**src/rtl/mont_mul_pkg.sv**
```systemverilog
// Shared FSM state constants and default width for the Montgomery conversion and multiply stages.
// Both stages use these state constants so that their start/end handshakes chain directly.
package mont_mul_pkg;

    localparam int DEFAULT_WIDTH = 32;

    typedef enum logic [1:0] {
        IDLE = 2'd0,
        CALC = 2'd1,
        SUB  = 2'd2,
        DONE = 2'd3
    } mm_state_t;

    // An R exponent wider than the datapath behaves as the full datapath width.
    function automatic logic [7:0] clamp_len(input logic [7:0] raw_len, input logic [7:0] max_len);
        return (raw_len > max_len) ? max_len : raw_len;
    endfunction

endpackage

```
**src/rtl/mont_step.sv**
```systemverilog
// One radix-2 Montgomery iteration, purely combinational: t_next = (t + a_bit*b + q*n) / 2.
// Two guard bits keep the sum below 4N without overflow, given that t < 2N on entry.
module mont_step
    import mont_mul_pkg::*;
#(
    parameter int WIDTH = DEFAULT_WIDTH
) (
    input  logic [WIDTH+1:0] t,
    input  logic             a_bit,
    input  logic [WIDTH-1:0] b,
    input  logic [WIDTH-1:0] n,
    output logic [WIDTH+1:0] t_next
);

    logic [WIDTH+1:0] t1;
    logic [WIDTH+1:0] t2;

    always_comb begin
        t1     = t + (a_bit ? {2'b00, b} : '0);
        // Adding the odd modulus makes the sum even, so the shift below divides exactly.
        t2     = t1 + (t1[0] ? {2'b00, n} : '0);
        t_next = t2 >> 1;
    end

endmodule

```
**src/rtl/mont_mul.sv**
```systemverilog
// Bit-serial Montgomery multiplier: mm_out = a*b*2^-len mod N. The result appears len+2 cycles after the start edge.
// There is no backpressure: mm_start is honoured only in IDLE, and the result is valid only during the single mm_end cycle.
module mont_mul
    import mont_mul_pkg::*;
#(
    parameter int WIDTH = DEFAULT_WIDTH
) (
    input  logic             clk,
    input  logic             rst,
    input  logic             mm_start,
    input  logic [7:0]       len,
    input  logic [WIDTH-1:0] a_in,
    input  logic [WIDTH-1:0] b_in,
    input  logic [WIDTH-1:0] modulus,
    output logic             mm_end,
    output logic [WIDTH-1:0] mm_out
);

    localparam logic [7:0] MAX_LEN = 8'(WIDTH);

    mm_state_t        state;
    mm_state_t        state_nxt;
    logic [WIDTH+1:0] t_reg;
    logic [WIDTH+1:0] t_step;
    logic [WIDTH-1:0] a_reg;
    logic [WIDTH-1:0] b_reg;
    logic [WIDTH-1:0] n_reg;
    logic [7:0]       iter;
    logic [7:0]       len_eff;

    assign len_eff = clamp_len(len, MAX_LEN);

    mont_step #(
        .WIDTH (WIDTH)
    ) u_step (
        .t      (t_reg),
        .a_bit  (a_reg[0]),
        .b      (b_reg),
        .n      (n_reg),
        .t_next (t_step)
    );

    always_comb begin
        state_nxt = state;
        mm_end    = 1'b0;
        mm_out    = '0;
        case (state)
            IDLE: begin
                if (mm_start) begin
                    state_nxt = (len_eff == 8'd0) ? SUB : CALC;
                end
            end
            CALC: begin
                if (iter == 8'd1) begin
                    state_nxt = SUB;
                end
            end
            SUB: begin
                state_nxt = DONE;
            end
            DONE: begin
                state_nxt = IDLE;
                mm_end    = 1'b1;
                mm_out    = t_reg[WIDTH-1:0];
            end
            default: begin
                state_nxt = IDLE;
            end
        endcase
    end

    always_ff @(posedge clk) begin
        if (rst) begin
            state <= IDLE;
            t_reg <= '0;
            a_reg <= '0;
            b_reg <= '0;
            n_reg <= '0;
            iter  <= '0;
        end else begin
            state <= state_nxt;
            case (state)
                IDLE: begin
                    if (mm_start) begin
                        a_reg <= a_in;
                        b_reg <= b_in;
                        n_reg <= modulus;
                        t_reg <= '0;
                        iter  <= len_eff;
                    end
                end
                CALC: begin
                    t_reg <= t_step;
                    a_reg <= a_reg >> 1;
                    iter  <= iter - 8'd1;
                end
                SUB: begin
                    // t < 2N here, so a single conditional subtract fully reduces it.
                    if (t_reg >= {2'b00, n_reg}) begin
                        t_reg <= t_reg - {2'b00, n_reg};
                    end
                end
                default: begin
                end
            endcase
        end
    end

endmodule

```
**config.mk**
```make
export PLATFORM = sky130hd
export DESIGN_NAME = mont_mul
export DESIGN_NICKNAME = d
export VERILOG_FILES = /design/src/rtl/mont_mul_pkg.sv /design/src/rtl/mont_step.sv /design/src/rtl/mont_mul.sv
export SDC_FILE = /design/constraint.sdc
export NUM_CORES = 1
export LEC_CHECK = 0
export ABC_AREA = 0
export BUFFER_PORTS_ARGS = -buffer_cell sky130_fd_sc_hd__buf_2
export CORE_MARGIN = 5
export CORE_UTILIZATION = 31
export DETAILED_ROUTE_END_ITERATION = 7
export PLACE_DENSITY = 0.5
export SYNTH_ARGS = -nofsm -noshare
export SYNTH_HDL_FRONTEND = slang
export SYNTH_SLANG_ARGS = --single-unit
```
**constraint.sdc**
```tcl
create_clock -name clk -period 7.1 [get_ports clk]
set_input_delay 0 -clock clk [delete_from_list [all_inputs] [get_ports clk]]
set_output_delay 0 -clock clk [all_outputs]
set_load 0.1 [all_outputs]
```
* Word level (Yosys, flattened, before mapping) *
Cells that the tools add are included.
Widths: inputs -> output; s select.

operators by class
  muxes and demuxes = 16
  reduce and logical (&&, ||, !) cells = 8
  add/sub/neg operators = 4
  $lt $le $gt $ge = 2
  equal/unequal tests = 7

operator list
  operator             number
  $mux 32              4
  $pmux 34 s3          1
  $add 34x34->34       2
  $mux 34              2
  $pmux 32 s2          1
  $ge 34x32->1         1
  $sub 34x32->34       1
  $mux 8               2
  $pmux 8 s2           1
  $eq 8x1->1 const B   1
  $gt 8x6->1 const B   1
  $logic_not 8->1      1
  $pmux 2 s4           1
  $sub 8x1->8 const B  1
  $mux 2               3
  $ne 2x2->1 const B   3
  $reduce_and 2->1     3
  $eq 2x2->1 const B   2
  $reduce_and 3->1     1
  $reduce_bool 3->1    1
  $eq 2x1->1 const B   1
  $logic_not 2->1      1
  $reduce_bool 2->1    1
  $mux 1               1

storage, ports and cells
  logic and storage cells = 43
  output and inout port bits = 33
  bits in registers = 140

* Longest topological paths before layout *
Gate-level depths: netlist of the first run.

  depth in word-level cells = 6
  gate-level depth with buffers = 26
  mapped depth without buffers = 25

* Modules after synthesis *
A second synthesis of the first run with hierarchy kept.

second synthesis, totals
  cells, all modules = 1559
  area total of the unflattened synthesis = 11619.9 sq um

by module, submodules not included
  module     sequential area each (sq um)  area an instance (sq um)  cells an instance  times used
  mont_mul   2802.7                        7973.9                    1042               1
  mont_step  0.0                           3646.0                    517                1

* Worst setup path after synthesis of the first run *
OpenSTA, ideal clock, no wires.

  kind = reg2reg
  from = register a_reg[0]
  to = register t_reg[31]
  path buffers = 2
  required time = 6967 ps
  cell stages (with the launch flop) = 27
  setup slack = 2246 ps
  arrival time = 4721 ps
  setup time = 133 ps
  path through = dfxtp_1 -> clkbuf_1 -> nand2_1 -> inv_1 -> ha_1 -> a211oi_1 -> o21bai_1 -> a21o_1 -> a21oi_1 -> o21bai_1 -> a21o_1 -> a21oi_1 -> o211ai_1 -> a21oi_1 -> xnor2_1 -> ha_1 -> buf_6 -> a21oi_2 -> o21ai_1 -> nor4_2 -> a21oi_2 -> a221o_1 -> nor4b_2 -> a211oi_1 -> a221oi_2 -> xor2_1 -> o221ai_1

on the way
  longest elaborated chain between the ends = 5

RTL lines
  what                    line             source
  start, declared         mont_mul.sv:25   logic [WIDTH-1:0] a_reg;
  start signal, assigned  mont_mul.sv:85   a_reg <= a_in;
  start signal, assigned  mont_mul.sv:94   a_reg <= a_reg >> 1;
  $mux 32 (*)             mont_step.sv:19  t1 = t + (a_bit ? {2'b00, b} : '0);
  $add 34x34->34 (*)      mont_step.sv:19
  $mux 32                 mont_step.sv:21  t2 = t1 + (t1[0] ? {2'b00, n} : '0);
  $add 34x34->34 (*)      mont_step.sv:21
  $pmux 34 s3 (*)         mont_mul.sv:82   case (state)
  end signal, assigned    mont_mul.sv:93   t_reg <= t_step;
  end signal, assigned    mont_mul.sv:100  t_reg <= t_reg - {2'b00, n_reg};
  end, declared           mont_mul.sv:23   logic [WIDTH+1:0] t_reg;

Every way passes the cells marked *; elsewhere a longest branch is shown, timed or not.
A chain may end at the register's enable or synchronous reset.

* Worst setup path in the final report of the first run *
Ends and elaborated chain as after synthesis.

==> results of run 1 <==
## synthesized netlist by cell type (all sizes together), types with 3 or more instances
cell / number
mux2i: 31
a211oi: 48
a31o: 3
nand2: 206
a22oi: 22
o211ai: 5
o21a: 12
o21bai: 11
o21ai: 71
or3: 5
nor4: 4
nand4: 9
a21o: 40
o221ai: 5
and2: 102
a2bb2oi: 7
clkbuf: 55
dfxtp: 140
a31oi: 14
a221oi: 4
xnor2: 55
nor3: 22
or2: 3
and4: 5
a41oi: 5
fa: 3
buf: 10
ha: 101
nor2b: 10
nand2b: 8
a221o: 6
nand3: 26
nor2: 118
and3: 10
a21oi: 173
xor2: 31
a211o: 3
inv: 72
## layout make-up
class | count | share of cell area [%]
Clock buffer | 18 | 3.11
Clock inverter | 14 | 1.01
Inverter | 72 | 1.96
Multi-Input combinational cell | 1207 | 56.5
Sequential cell | 140 | 20.3
Tap cell | 461 | 4.18
Timing Repair Buffer | 251 | 13.0
## cell families after synthesis
| kind of cell | after synthesis | share of synthesized area [%] |
|---|---|---|
| adders and majority gates | 104 | 11.9 |
| and+or+nand+nor | 533 | 22.6 |
| AOI/OAI and AO/OA | 453 | 25.9 |
| muxes | 31 | 2.79 |
| xor gates and xnor gates | 86 | 6.78 |
| DFF | 140 | 25.2 |
| buffers and inverters | 137 | 4.74 |
## worst max-delay path by stage
stage	startpoint	to	cells past startpoint
final	a_reg[0]$_SDFFE_PP0P_	t_reg[31]$_SDFFE_PP0P_	24
after global routing	a_reg[0]$_SDFFE_PP0P_	t_reg[31]$_SDFFE_PP0P_	24
after detailed placement	a_reg[0]$_SDFFE_PP0P_	t_reg[31]$_SDFFE_PP0P_	24
after global placement	a_reg[0]$_SDFFE_PP0P_	t_reg[31]$_SDFFE_PP0P_	24
after floorplan	a_reg[0]$_SDFFE_PP0P_	t_reg[31]$_SDFFE_PP0P_	26
after CTS	a_reg[0]$_SDFFE_PP0P_	t_reg[31]$_SDFFE_PP0P_	24
## worst max-delay path, cell delays in order (launching register included)
cell,delay (ps)
dfxtp_1,840
nand2_1,200
inv_1,90
ha_1,240
a211oi_1,210
o21bai_1,100
a21o_1,210
a21oi_1,370
o21bai_1,120
a21o_1,210
a21oi_1,180
o211ai_1,100
a21oi_1,180
xnor2_1,140
ha_1,360
a21oi_2,170
o21ai_1,100
nor4_2,290
a21oi_2,170
a221o_1,390
nor4b_2,260
a211oi_1,130
a221oi_2,290
xor2_1,170
o221ai_1,120
## metrics by stage
step | instance area, um2 | util (%) | setup WS [ps] | total power, mW | hold WS [ps]
after floorplan | 11100 | - | 2250 | 2.79 | 136
after global placement | 12200 | 34.4 | 1490 | 3.40 | 229
after detailed placement | 12200 | 34.4 | 1390 | 3.41 | 239
after CTS | 13800 | 38.9 | 1310 | 4.38 | 0.280
after global routing | 13800 | 38.9 | 855 | 4.69 | 37.4
final | 13800 | 38.9 | 1270 | 4.35 | 18.9
## timing repair
| action | 4_1_cts | 5_1_grt |
|---|---|---|
| gates resized for setup | 0 | 0 |
| hold endpoints to repair | 101 | 0 |
| hold buffers | 102 | 0 |
## layer usage
layer,vias to the layer above,track usage [%]
met5,-,0
li1,5682,-
met2,254,29.4
met3,49,3.32
met1,5157,25.3
met4,2,6.84
## where the power goes
part	internal (mW)	total [mW]	switching, mW
clock network	0.467	0.898	0.431
registers	0.979	1.14	0.166
logic	0.882	2.31	1.43
total	2.33	4.35	2.02
==> impl_metrics.tcl, run 1 <==
set metrics [dict create \
    drv_slew 0 \
    synth_seq_cells 140 \
    finalSetupTns_ps 0 \
    status "completed" \
    cts-buffers-inserted 17 \
    yosysUniqueCellTypes 65 \
    r2r_end "t_reg[31]$_SDFFE_PP0P_" \
    die_h_um 199 \
    mostFrequentLayoutCell "nand2_1" \
    drive_gt1_share_pct 11.8 \
    hp-class "in2reg" \
    ant_nets 0 \
    r2r_start "a_reg[0]$_SDFFE_PP0P_" \
    n_antenna_cell 0 \
    numPortBuffers 139 \
    worstPathMaxFanout 23 \
    synthFlopType "dfxtp_1" \
    num-nets-final 1900 \
    syn2layout_area_growth_pct 24.3 \
    drt_wl_total_um 37300 \
    ios 140 \
    htree_levels 4 \
    wl_per_cell_um 17.2 \
    holdPathEnd "b_reg[3]$_SDFFE_PP0P_" \
    ys_seq_area_share_pct 25.2 \
    core_area_um2 35500 \
    worst_pin_slew_ps 1050 \
    path_class "reg2reg" \
    top_layer "met5" \
    rsz0062_at_grt "false" \
    reg2regPathDepth 24 \
    timing.final.crit_share_pct 82.2 \
    synthArstFlopShare_pct 0 \
    die_area_um2 39700 \
    synth_top_area_share_pct 25.2 \
    reg2reg_slack_ps 1270 \
    wl_met3_um 1740 \
    drc_errors 0 \
    synth_edf_count 0 \
    fmax_mhz 171 \
    synth_area_um2 11100 \
    hold_start "rst" \
    setup_viol 0 \
    final_cell_count_no_fill 2163 \
    grt_max_degree 80 \
    layout_common_cells "205 x nand2_1, 171 x a21oi_1, 140 x dfxtp_1, 138 x buf_2, 117 x nor2_1" \
    max-cap-violations 0 \
    largest_reg_flops 34 \
    drt_first_pass_iters 5 \
    dp.final_hpwl_um 27500 \
    die_x_um 199 \
    cts.sink_count 140 \
    num_vias 11100 \
    end_kind "flip-flop" \
    clk_latency_ps 460 \
    skew_ps 13.8 \
    rows 69 \
    cts_root_buffer "clkbuf_16" \
    gp_congestion 0.885 \
    multi_input_area_um2 7800 \
    arrival_ps 6140 \
    grt_pass1_vias 10900 \
    synth_top_cell_by_area "dfxtp_1" \
    drt_iter0_markers 682 \
    worst_hold_path.num_cells 2 \
    vias_per_cell 5.15 \
    grt_pass1_wl_um 58500 \
    postSynthAreaPerCell_um2 7.49 \
    grt_use_total_pct 18.6 \
    peakVddDrop_uv 259 \
    n_fill_cell 3766 \
    pwr_density_cell_nw_per_um2 315 \
    cp.required_ps 7400 \
    met2_length_um 16400 \
    maxSlewHeadroom_pct 29.8 \
    synth.area.top_cells "dfxtp_1 25%, ha_1 11%, a21oi_1 7.7%" \
    fin_crit_ps 5830 \
    initial_utilization_pct 31.3 \
    clkTransAtPathRegs_ps 70 \
    antenna_found_initial 1 \
    cts_setup_buffers 0 \
    seqCellArea_um2 2800 \
    cp-start-kind "flip-flop" \
    cts_buffer_depth 2 \
    wl_met1_um 18100 \
    yosysWarnings 0 \
    placedCellCount 2029 \
    cts_tree "done" \
    synthesis.instances 1484 \
    hold_viol_final 0 \
    synth_fp_nets 1695 \
    overflow 0 \
    p_leak_nw 6.10 \
]
Power figures use the tool's default switching activity.
==> run 2: changes to the inputs <==
--- a/config.mk
+++ b/config.mk
@@ -5,12 +5,12 @@
 export SDC_FILE = /design/constraint.sdc
 export NUM_CORES = 1
 export LEC_CHECK = 0
-export ABC_AREA = 0
+export ABC_AREA = 1
 export BUFFER_PORTS_ARGS = -buffer_cell sky130_fd_sc_hd__buf_2
 export CORE_MARGIN = 5
 export CORE_UTILIZATION = 31
 export DETAILED_ROUTE_END_ITERATION = 7
-export PLACE_DENSITY = 0.5
+export PLACE_DENSITY = 0.51
 export SYNTH_ARGS = -nofsm -noshare
 export SYNTH_HDL_FRONTEND = slang
 export SYNTH_SLANG_ARGS = --single-unit
==> constraint.sdc (replaced) <==
create_clock -name clk -period 4.7 [get_ports clk]
set_input_delay 0 -clock clk [delete_from_list [all_inputs] [get_ports clk]]
set_output_delay 0 -clock clk [all_outputs]
set_load 0.1 [all_outputs]
==> impl_metrics.tcl, run 2 <==
set metrics [dict create \
    path_class "reg2reg" \
    synth_common_cells "538 x nand2_1, 254 x inv_1, 201 x nor2_1, 200 x a21oi_1, 183 x o21ai_0" \
    p_leak_nw 7.74 \
    fin_crit_ps 4370 \
    htree_levels 4 \
    synth_top_area_share_pct 23.2 \
    synth_fp_nets 2207 \
    status "completed" \
    finalSetupTns_ps 0 \
    antenna_found_initial 1 \
    drt_wl_total_um 47600 \
    worst_pin_slew_ps 697 \
    synth_area_um2 12100 \
    drc_errors 0 \
    timing.final.crit_share_pct 92.9 \
    synthAdderAreaFrac_pct 11.0 \
    comb_power_share_pct 56.6 \
    yosys.cell_count.top_type "nand2_1" \
    cts_buffer_depth 2 \
    die_h_um 207 \
    postSynthAreaPerCell_um2 6.05 \
    grt_pass1_wl_um 73600 \
    pwr_density_cell_nw_per_um2 480 \
    grt_pass1_vias 13300 \
    grt_max_degree 61 \
    synthFlopType "dfxtp_1" \
    synthArstFlopShare_pct 0 \
    arrival_ps 4740 \
    ys_seq_area_share_pct 23.2 \
    dp.final_hpwl_um 37700 \
    reg2reg_slack_ps 330 \
    cts_root_buffer "clkbuf_16" \
    critPathSlowestCell "ha_1" \
    switchingPower_mw 3.62 \
    sw_frac_of_total_pct 50.4 \
    cp.required_ps 5070 \
    clkTransAtPathRegs_ps 70 \
    ios 140 \
    post_dp_cell_area_um2 13400 \
    setup_viol 0 \
    cts_tree "done" \
    synth_xor_area_share_pct 3.05 \
    max-cap-violations 0 \
    p_seq_share_pct 25.2 \
    cts-buffers-inserted 17 \
    rsz0062_at_grt "false" \
    drt_first_pass_iters 5 \
    drive_gt1_share_pct 10.7 \
    largest_reg_flops 34 \
    initial_utilization_pct 31.3 \
    maxSlewHeadroom_pct 53.5 \
    cp-start-kind "flip-flop" \
    fmax_mhz 229 \
    wl_per_cell_um 17.3 \
    vias_per_cell 4.93 \
    pwr-share-clk_pct 18.3 \
    yosysWarnings 0 \
    overflow 0 \
    grt_use_total_pct 21.6 \
    rows 72 \
    synthSimpleGateAreaFrac_pct 30.0 \
    drt_iter0_markers 752 \
    die_x_um 207 \
    worstPathMaxFanout 10 \
    skew_ps 16.2 \
    num_vias 13600 \
    peakVddDrop_uv 267 \
    muxShareOfSynthArea_pct 0 \
    synthesis.instances 1996 \
    internal_power_mw 3.56 \
    yosysUniqueCellTypes 46 \
    synth_top_cell_by_area "dfxtp_1" \
    core_area_um2 38600 \
    max_stage_delay_ps 360 \
    synth_edf_count 0 \
    clk_latency_ps 450 \
    synth.area.top_cells "dfxtp_1 23%, nand2_1 17%, ha_1 10%" \
    hold_viol_final 0 \
    drv_slew 0 \
    num-nets-final 2430 \
    syn2layout_area_growth_pct 24.1 \
    cts.sink_count 140 \
    gp_congestion 0.943 \
    end_kind "flip-flop" \
    mostFrequentLayoutCell "nand2_1" \
    synth_seq_cells 140 \
    cts_setup_buffers 0 \
    synth_compound_area_share_pct 22.3 \
    design_area_um2 15000 \
    numPortBuffers 139 \
    hp-class "in2reg" \
    die_area_um2 43000 \
    layout_common_cells "537 x nand2_1, 252 x inv_1, 200 x a21oi_1, 200 x nor2_1, 182 x o21ai_0" \
    synth_top_family_by_area "simple AND/OR/NAND/NOR gates" \
    ant_nets 0 \
    cp_common_cell "nand2_1" \
]
run 2: metal layers:
layer | up-vias | part of all wire [%] | GRT usage [%]
li1 | 6966 | - | -
met1 | 6189 | 47 | 29.1
met2 | 354 | 45 | 35.0
met3 | 49 | 5.8 | 4.25
met4 | 0 | 2.3 | 6.34
met5 | - | 0 | 0
run 2: worst max-delay path: cells and delay by family, from the launching register on:
| family | cells | cell delay [ps] |
|---|---|---|
| DFF | 1 | 320 |
| buffers and inverters | 3 | 240 |
| adders and majority gates | 2 | 700 |
| AOI/OAI and AO/OA | 5 | 940 |
| and+or+nand+nor | 17 | 1890 |
| xor gates and xnor gates | 1 | 190 |
run 2: timing repair:
| item | CTS | global route |
|---|---|---|
| hold buffers | 103 | 0 |
| endpoints found under the setup margin | 0 | 3 |
| endpoints found under the hold margin | 103 | 0 |
| gates resized for setup | 0 | 5 |
run 2: logic make-up after synthesis:
kind of cell,Yosys count
compound gates,495
xor+xnor,42
fa+ha+maj,104
buf+inv,327
flops,140
simple gates,888
run 2: stage by stage:
step	hold WS, ps	power (mW)	utilization, %	std cells	worst slack, ps
detailed placement	260	5.80	34.7	2615	273
finish	65.6	7.18	38.8	2750	332
CTS	37.7	7.23	38.8	2749	254
floorplan	161	4.63	-	1996	698
global placement	255	5.79	34.7	2615	248
global route	115	7.82	38.8	2749	1.58
run 2: final timing paths:
path,start,end,cells past startpoint
setup / recovery,a_reg[0]$_SDFFE_PP0P_,t_reg[32]$_SDFFE_PP0P_,28
hold / removal,len[7],iter[5]$_SDFFE_PP0P_,7
setup reg to reg,a_reg[0]$_SDFFE_PP0P_,t_reg[32]$_SDFFE_PP0P_,28
hold reg to reg,a_reg[23]$_SDFFE_PP0P_,a_reg[22]$_SDFFE_PP0P_,2
run 2: power by group through the flow:
stage	logic, mW	registers (mW)	clock network (mW)
after floorplan	2.90	1.73	0
after global placement	3.97	1.82	0
after detailed placement	3.98	1.83	0
after CTS	4.07	1.81	1.35
after global routing	4.57	1.85	1.40
final	4.06	1.81	1.31
run 2: cell type report:
class | instances | area, um2
fill | 4314 | 23600
multi-input combinational | 1529 | 8040
sequential | 140 | 2800
timing repair buffer | 273 | 1960
inverter | 258 | 968
tap | 518 | 648
clock buffer | 19 | 433
clock inverter | 12 | 116
antenna | 1 | 2.50
==> run 3: changes to the inputs <==
--- a/config.mk
+++ b/config.mk
@@ -5,12 +5,11 @@
 export SDC_FILE = /design/constraint.sdc
 export NUM_CORES = 1
 export LEC_CHECK = 0
-export ABC_AREA = 1
 export BUFFER_PORTS_ARGS = -buffer_cell sky130_fd_sc_hd__buf_2
 export CORE_MARGIN = 5
 export CORE_UTILIZATION = 31
 export DETAILED_ROUTE_END_ITERATION = 7
-export PLACE_DENSITY = 0.51
+export PLACE_DENSITY = 0.52
 export SYNTH_ARGS = -nofsm -noshare
 export SYNTH_HDL_FRONTEND = slang
 export SYNTH_SLANG_ARGS = --single-unit
==> impl_metrics.tcl, run 3 (same netlist as run 1, synthesis figures left out) <==
set metrics [dict create \
    vias_per_cell 5.07 \
    ios 140 \
    grt_pass1_vias 11200 \
    die_area_um2 39700 \
    cts.sink_count 140 \
    antenna_found_initial 2 \
    rows 69 \
    drc_errors 0 \
    fmax_mhz 214 \
    cts_buffer_depth 2 \
    clk_latency_ps 460 \
    grt_pass1_wl_um 59600 \
    drt_wl_total_um 38000 \
    gp_congestion 0.885 \
    skew_ps 17.0 \
    timing.final.crit_share_pct 99.6 \
    numPortBuffers 139 \
    final_cell_count_no_fill 2275 \
    peakVddDrop_uv 344 \
    worstPathMaxFanout 8 \
    hold-worst-slack_ps 33.5 \
    wl_per_cell_um 16.7 \
    cts_root_buffer "clkbuf_16" \
    syn2layout_area_growth_pct 35.5 \
    largest_reg_flops 34 \
    grt_max_degree 70 \
    die_x_um 199 \
    layout_common_cells "203 x nand2_1, 158 x a21oi_1, 138 x dfxtp_1, 138 x buf_2, 120 x buf_4" \
    overflow 0 \
    cts_tree "done" \
    num_vias 11500 \
    core_area_um2 35500 \
    die_h_um 199 \
    dp.final_hpwl_um 28400 \
    hold_viol_final 0 \
    arrival_ps 5000 \
    ant_nets 0 \
    cp-start-kind "flip-flop" \
    drive_gt1_share_pct 20.6 \
    p_leak_nw 6.73 \
    fin_crit_ps 4680 \
    initial_utilization_pct 31.3 \
    cp.required_ps 5020 \
    setup_viol 0 \
    fin_ws_ps 18.3 \
    placedCellCount 2126 \
    path_class "reg2reg" \
    worst_pin_slew_ps 970 \
    cts-buffers-inserted 17 \
    max-cap-violations 0 \
    finalSetupTns_ps 0 \
    end_kind "flip-flop" \
    num-nets-final 2010 \
    drt_first_pass_iters 5 \
    rsz0062_at_grt "true" \
    status "completed" \
    total_power_mw 6.78 \
    maxSlewHeadroom_pct 35.1 \
    htree_levels 4 \
    mostFrequentLayoutCell "nand2_1" \
    grt_use_total_pct 18.7 \
    drt_iter0_markers 598 \
    clkTransAtPathRegs_ps 70 \
    drv_slew 0 \
    pwr_density_cell_nw_per_um2 450 \
    hp-class "in2reg" \
    place_ws_ps -274 \
]
==> run 3: area by class of cell <==
cell class | count | area, um2
antenna | 2 | 5.00
clock inverter | 15 | 173
inverter | 72 | 273
clock buffer | 17 | 425
sequential | 140 | 2810
tap | 461 | 577
timing repair buffer | 361 | 2630
fill | 3607 | 20400
multi-input combinational | 1207 | 8170
==> run 3: final timing paths <==
path | start | end | slack, ps | depth (start not counted)
max | a_reg[0]$_SDFFE_PP0P_ | t_reg[31]$_SDFFE_PP0P_ | 20 | 23
max reg2reg | a_reg[0]$_SDFFE_PP0P_ | t_reg[31]$_SDFFE_PP0P_ | 20 | 23
min reg2reg | b_reg[27]$_SDFFE_PP0P_ | b_reg[27]$_SDFFE_PP0P_ | 450 | 2
min | len[7] | iter[1]$_SDFFE_PP0P_ | 30 | 4
==> run 3: timing repair <==
action | CTS | global route
setup endpoints to repair | 11 | 13
endpoints found under the hold margin | 101 | 0
pin swaps | 38 | 34
cloned | 0 | 0
setup buffers | 11 | 3
hold buffers | 101 | 0
gates resized for setup | 44 | 43
==> run 3: metal layers <==
layer | GRT usage [%] | up-vias | part of all wire [%]
met3 | 3.59 | 33 | 4.5
met1 | 25.6 | 5366 | 48
met4 | 4.15 | 2 | 1.4
met2 | 30.8 | 242 | 46
met5 | 0 | - | 0.018
li1 | - | 5890 | -
==> run 3: report_power, final <==
part | internal [mW] | leakage [nW] | switching (mW) | total, mW
clock | 0.760 | 0.289 | 0.651 | 1.41
sequential | 1.48 | 1.15 | 0.235 | 1.72
combinational | 1.47 | 5.30 | 2.17 | 3.65
total | 3.72 | 6.73 | 3.06 | 6.78
==> run 3: stage by stage <==
| stage | util, % | cell area, um2 |
|---|---|---|
| final | 42.4 | 15100 |
| after global routing | 42.4 | 15000 |
| after CTS | 41.9 | 14900 |
| after detailed placement | 36.5 | 13000 |
| after global placement | 36.5 | 13000 |
| after floorplan | - | 11100 |
==> run 3: worst max-delay path: stages, from the launching register on <==
cell,delay (ps)
dfxtp_4,370
buf_6,130
buf_4,160
buf_4,160
and2_4,160
ha_4,280
nand4_1,180
or2_4,280
o31ai_2,240
buf_4,160
buf_4,140
o21a_1,110
nor2_1,50
xnor2_1,130
ha_1,330
nand2_2,100
nor2_1,60
and2_1,160
a221o_1,360
nor4b_2,310
a211oi_2,90
a221oi_2,290
xor2_1,180
o221ai_1,120
